`src/rtl/proc_trace_buffer_pkg.sv`:
```
// Shared definitions for the processor trace buffer: word layout and FSM states.
package proc_trace_buffer_pkg;

    localparam int TRACE_W = 9;

    localparam int REG_LSB = 6;
    localparam int PC_LSB  = 4;
    localparam int ST_LSB  = 2;
    localparam int INS_LSB = 0;

    typedef enum logic [1:0] {
        TRC_IDLE    = 2'b00,
        TRC_CAPTURE = 2'b01,
        TRC_DONE    = 2'b10
    } trc_state_e;

endpackage

```
`src/rtl/trace_fifo.sv`:
```
// Synchronous first-word-fall-through FIFO; flush overrides push and pop.
module trace_fifo #(
    parameter int DEPTH = 8,
    parameter int WIDTH = 9
) (
    input  logic                     clk,
    input  logic                     reset,
    input  logic                     push,
    input  logic                     pop,
    input  logic                     flush,
    input  logic [WIDTH-1:0]         din,
    output logic [WIDTH-1:0]         dout,
    output logic                     full,
    output logic                     empty,
    output logic [$clog2(DEPTH):0]   count
);

    localparam int AW = $clog2(DEPTH);

    logic [WIDTH-1:0] mem_q [DEPTH];
    logic [AW-1:0]    wr_ptr_q, wr_ptr_d;
    logic [AW-1:0]    rd_ptr_q, rd_ptr_d;
    logic [AW:0]      count_q, count_d;
    logic             do_push, do_pop;

    assign full  = (count_q == (AW+1)'(DEPTH));
    assign empty = (count_q == '0);
    assign count = count_q;
    assign dout  = empty ? '0 : mem_q[rd_ptr_q];

    // A pop frees a slot in the same cycle, so a push into a full FIFO is legal then.
    always_comb begin
        do_pop   = pop & ~empty & ~flush;
        do_push  = push & (~full | do_pop) & ~flush;
        wr_ptr_d = wr_ptr_q;
        rd_ptr_d = rd_ptr_q;
        count_d  = count_q;
        if (flush) begin
            wr_ptr_d = '0;
            rd_ptr_d = '0;
            count_d  = '0;
        end else begin
            if (do_push) wr_ptr_d = wr_ptr_q + 1'b1;
            if (do_pop)  rd_ptr_d = rd_ptr_q + 1'b1;
            if (do_push & ~do_pop) count_d = count_q + 1'b1;
            if (do_pop & ~do_push) count_d = count_q - 1'b1;
        end
    end

    always_ff @(posedge clk or posedge reset) begin
        if (reset) begin
            wr_ptr_q <= '0;
            rd_ptr_q <= '0;
            count_q  <= '0;
        end else begin
            wr_ptr_q <= wr_ptr_d;
            rd_ptr_q <= rd_ptr_d;
            count_q  <= count_d;
        end
    end

    always_ff @(posedge clk) begin
        if (do_push) mem_q[wr_ptr_q] <= din;
    end

endmodule

```
`src/rtl/proc_trace_buffer.sv`:
```
// Observer stage: packs processor state into trace words and buffers them
// until the host drains them; capture stops on the processor halt state.
module proc_trace_buffer
    import proc_trace_buffer_pkg::*;
#(
    parameter int         DEPTH      = 8,
    parameter logic [1:0] HALT_STATE = 2'b11
) (
    input  logic                   clk,
    input  logic                   reset,
    input  logic                   clk_en,
    input  logic [2:0]             registerCount,
    input  logic [1:0]             programCount,
    input  logic [1:0]             stateCount,
    input  logic [1:0]             instruction,
    input  logic                   arm,
    input  logic                   rd_ready,
    output logic                   rd_valid,
    output logic [TRACE_W-1:0]     rd_data,
    output logic [$clog2(DEPTH):0] count,
    output logic                   capturing,
    output logic                   halted,
    output logic                   overflow
);

    trc_state_e       state_q, state_d;
    logic             halted_q, halted_d;
    logic             overflow_q, overflow_d;
    logic [TRACE_W-1:0] word;
    logic             arm_ok, push_req, pop_ok;
    logic             fifo_full, fifo_empty;

    always_comb begin
        word = '0;
        word[REG_LSB +: 3] = registerCount;
        word[PC_LSB  +: 2] = programCount;
        word[ST_LSB  +: 2] = stateCount;
        word[INS_LSB +: 2] = instruction;
    end

    assign arm_ok   = arm & (state_q != TRC_CAPTURE);
    assign push_req = (state_q == TRC_CAPTURE) & clk_en;
    assign pop_ok   = rd_valid & rd_ready & ~arm_ok;

    always_comb begin
        state_d    = state_q;
        halted_d   = halted_q;
        overflow_d = overflow_q;
        unique case (state_q)
            TRC_IDLE, TRC_DONE: begin
                if (arm) begin
                    state_d    = TRC_CAPTURE;
                    halted_d   = 1'b0;
                    overflow_d = 1'b0;
                end
            end
            TRC_CAPTURE: begin
                if (push_req) begin
                    if (fifo_full & ~pop_ok) overflow_d = 1'b1;
                    if (word[ST_LSB +: 2] == HALT_STATE) begin
                        halted_d = 1'b1;
                        state_d  = TRC_DONE;
                    end
                end
            end
            default: state_d = TRC_IDLE;
        endcase
    end

    always_ff @(posedge clk or posedge reset) begin
        if (reset) begin
            state_q    <= TRC_IDLE;
            halted_q   <= 1'b0;
            overflow_q <= 1'b0;
        end else begin
            state_q    <= state_d;
            halted_q   <= halted_d;
            overflow_q <= overflow_d;
        end
    end

    trace_fifo #(
        .DEPTH(DEPTH),
        .WIDTH(TRACE_W)
    ) u_fifo (
        .clk   (clk),
        .reset (reset),
        .push  (push_req),
        .pop   (rd_valid & rd_ready),
        .flush (arm_ok),
        .din   (word),
        .dout  (rd_data),
        .full  (fifo_full),
        .empty (fifo_empty),
        .count (count)
    );

    assign rd_valid  = ~fifo_empty;
    assign capturing = (state_q == TRC_CAPTURE);
    assign halted    = halted_q;
    assign overflow  = overflow_q;

endmodule

```
`config.mk`:
```
export PLATFORM = sky130hd
export DESIGN_NAME = proc_trace_buffer
export DESIGN_NICKNAME = d
export VERILOG_FILES = /design/src/rtl/proc_trace_buffer_pkg.sv /design/src/rtl/trace_fifo.sv /design/src/rtl/proc_trace_buffer.sv
export SDC_FILE = /design/constraint.sdc
export NUM_CORES = 1
export LEC_CHECK = 0
export ABC_CLOCK_PERIOD_IN_PS = 2000
export CORE_MARGIN = 8
export CORE_UTILIZATION = 51
export DETAILED_ROUTE_END_ITERATION = 7
export GPL_ROUTABILITY_DRIVEN = 0
export PLACE_DENSITY = 0.75
export SYNTH_ARGS = -nofsm -noshare
export SYNTH_HDL_FRONTEND = slang
export SYNTH_SLANG_ARGS = --single-unit
```
`constraint.sdc`:
```
create_clock -name clk -period 2 [get_ports clk]
set_input_delay 0.4 -clock clk [delete_from_list [all_inputs] [get_ports clk]]
set_output_delay 0.4 -clock clk [all_outputs]
set_load 0.1 [all_outputs]
```
==> impl_results.md <==
* Final worst path period share at 1.174
* Distinct cells, synth at 39
* Worst hold slack at 396.3 ps
* DRC violations left at 0
* Max cap viols at 0
* Sequential area share after synthesis at 0.7026
* Critical path arrival at 1950 ps
* Slew Limit Fails at 0
* Cts bufs inserted at 9
* Hold WC Path Type: primary input to async pin
* Gr usage total at 0.1691
* Vias per cell at 5.554
* Number of synthesized register bits at 86
* Placed cells at 362
* Critical path class: register to output pin
* Pin count of the biggest net entering global routing at 17
* Placeable Area at 6794 sq um
* CTS tree: built
* Post-layout min period at 2348 ps
* TritonRoute pass-1 iters at 4
* Die footprint at 9947 sq um
* Most common cell after layout, fill and taps aside: edfxtp_1
* # hold bufs at CTS at 0
* CTS clock-pin slew for the worst setup and hold paths at 90 ps
* Final Util at 0.7576
* Finished Cell Area at 5147 sq um
* Gr ovfl total at 0
* Final setup violation count at 12
* Failing checks: negative setup slack
* Routed len/inst at 20.82 um
* First-pass GRT wire length at 12500 um
* Clk_skew at 7.313 ps
* Synth area leader: edfxtp_1
* Root Buffer: clkbuf_8
* Top cell type's share of synthesized area at 0.6046
* Vias at 2144
* # rows at 30
* Initial antenna violation count at 0
* Final Hold Vio Count at 0
* Worst-margin pin slew at 571.9 ps
* CTS Sinks at 86
* Synth Instances at 206
* Total Nets Final at 303
* Fmax at 426.0 MHz
* Worst slew margin at 0.6183
* CP startpoint kind: register
* Port buffer count at 30
* CP Data Required Time at 1600 ps
* Final ANT Viol Nets at 0
* Filler instances at 367
* Die Y at 99.74 um
* Non-Filler Instances at 386
* Initial detailed-routing violation count at 99
* IO Count at 31
* Status: finished, violations left
* Vias in the first global route at 2343
* Syn_area_per_cell at 17.36 sq um
* CP Capture Type: output pin
* Total wire length at 8036 um
* Ys Warns at 0
* Initial Util at 0.5263
* Largest cells by area after synthesis: edfxtp_1, mux4_2, dfrtp_1
* Area Overhead vs Synth at 43.95%
* H-tree depth at 3
* Post-placement cell area at 4707 sq um
* Fraction of layout cells with a size suffix above 1 at 0.4931
* Unrepaired setup endpoints after global routing: true
* Most frequent cells in the layout: edfxtp_1, buf_4, buf_12
* Clock Tree Buf Depth at 2
* Die span in x at 99.74 um
* Syn Nets at 224
* Setup WS post-layout at -347.6 ps
* Diodes inserted at 0
* Clock latency on the worst-skew pair at 350 ps
* Post-Syn Area at 3576 sq um
* Post-DP HPWL at 5190 um
* Worst-path fanout max at 5
## synth_stat cells
| cell type | number |
|---|---|
| edfxtp_1 | 72 |
| nor2_1 | 21 |
| mux4_2 | 18 |
| dfrtp_1 | 14 |
| nand2_1 | 11 |
| mux2i_1 | 9 |
| nand2b_1 | 5 |
| ha_1 | 4 |
| inv_1 | 4 |
| nor3_1 | 4 |
| o21ai_0 | 4 |
| xor2_1 | 4 |
| a21oi_1 | 3 |
| a31oi_1 | 3 |
| clkbuf_1 | 3 |
| a22o_2 | 2 |
| buf_2 | 2 |
| o21a_1 | 2 |
| a21o_1 | 1 |
| a31o_1 | 1 |
| a32oi_1 | 1 |
| and2_1 | 1 |
| and3_1 | 1 |
| and3b_1 | 1 |
| buf_1 | 1 |
| buf_4 | 1 |
| clkbuf_2 | 1 |
| mux2_2 | 1 |
| nand3_1 | 1 |
| nand3b_1 | 1 |
| nor2b_1 | 1 |
| nor3_4 | 1 |
| nor4_1 | 1 |
| o211ai_1 | 1 |
| o311a_2 | 1 |
| o31a_1 | 1 |
| o31ai_1 | 1 |
| o41ai_4 | 1 |
| xnor2_1 | 1 |
## worst max-delay path, cell delays in order, from the launching register on
cell,delay (ps)
dfrtp_2,450
buf_6,160
mux4_2,520
mux2i_2,230
nor2_4,60
buf_12,160
## registers in the layout, indices dropped and copies added (netlist names)
register         cells
u_fifo.mem_q        72
halted               1
state_q              2
u_fifo.count         4
overflow             1
u_fifo.rd_ptr_q      3
u_fifo.wr_ptr_q      3
## metrics by stage
step / TNS [ps] / worst slack (ps)
after CTS: -3798 / -352.0
after global placement: -10270 / -300.3
after floorplan: -6386 / -441.3
final: -3422 / -347.6
after global routing: -4268 / -426.8
after detailed placement: -12710 / -377.5
## kinds of logic (layout without fill, tap and decap cells)
group | count (synthesis) | count (layout) | synth area share
xor+xnor | 5 | 5 | 0.01225
fa+ha+maj | 4 | 4 | 0.01400
simple gates | 49 | 49 | 0.06544
buf+inv | 12 | 96 | 0.01469
compound gates | 22 | 22 | 0.04934
flops | 86 | 86 | 0.7026
mux | 28 | 28 | 0.1417
## path summary, 6_finish.rpt
path	from	to	slack (ps)	cells past startpoint
worst max-delay path	u_fifo.rd_ptr_q[0]	rd_data[2]	-350	5
worst min-delay path	reset	u_fifo.count[1]	400	2
worst max register to register	u_fifo.count[0]	u_fifo.count[3]	-150	8
worst min register to register	overflow	overflow	510	1
max in group asynchronous	reset	u_fifo.count[3]	1180	2
min in group clk	overflow	overflow	510	1
## what timing repair did
action | in CTS | in global routing
buffers inserted | 6 | 1
pin swaps | 8 | 14
gates resized for setup | 10 | 14
endpoints found under the setup margin | 11 | 88
gates cloned | 1 | 1
## per-layer routing
metal	vias up	share of wire	global-route usage	routed length, um
met3	13	0.033	0.03492	266
met1	1107	0.42	0.2015	3356
met2	55	0.53	0.2858	4275
met5	-	0	0	0
met4	0	0.017	0.08033	137
li1	969	-	-	-
## cell type report
class	instances	area, sq um	share of cell area
flip-flops and latches	86	2526	0.4908
repair buffers	76	954.7	0.1855
clock inverters	7	81.33	0.01580
inverters	4	18.77	0.003646
well taps	96	120.1	0.02333
multi-input cells	108	1323	0.2569
clock buffers	9	123.9	0.02406
Power is left out: the tool's default activity adds up to more than one toggle a clock period on the data nets, which glitch-free logic cannot reach.
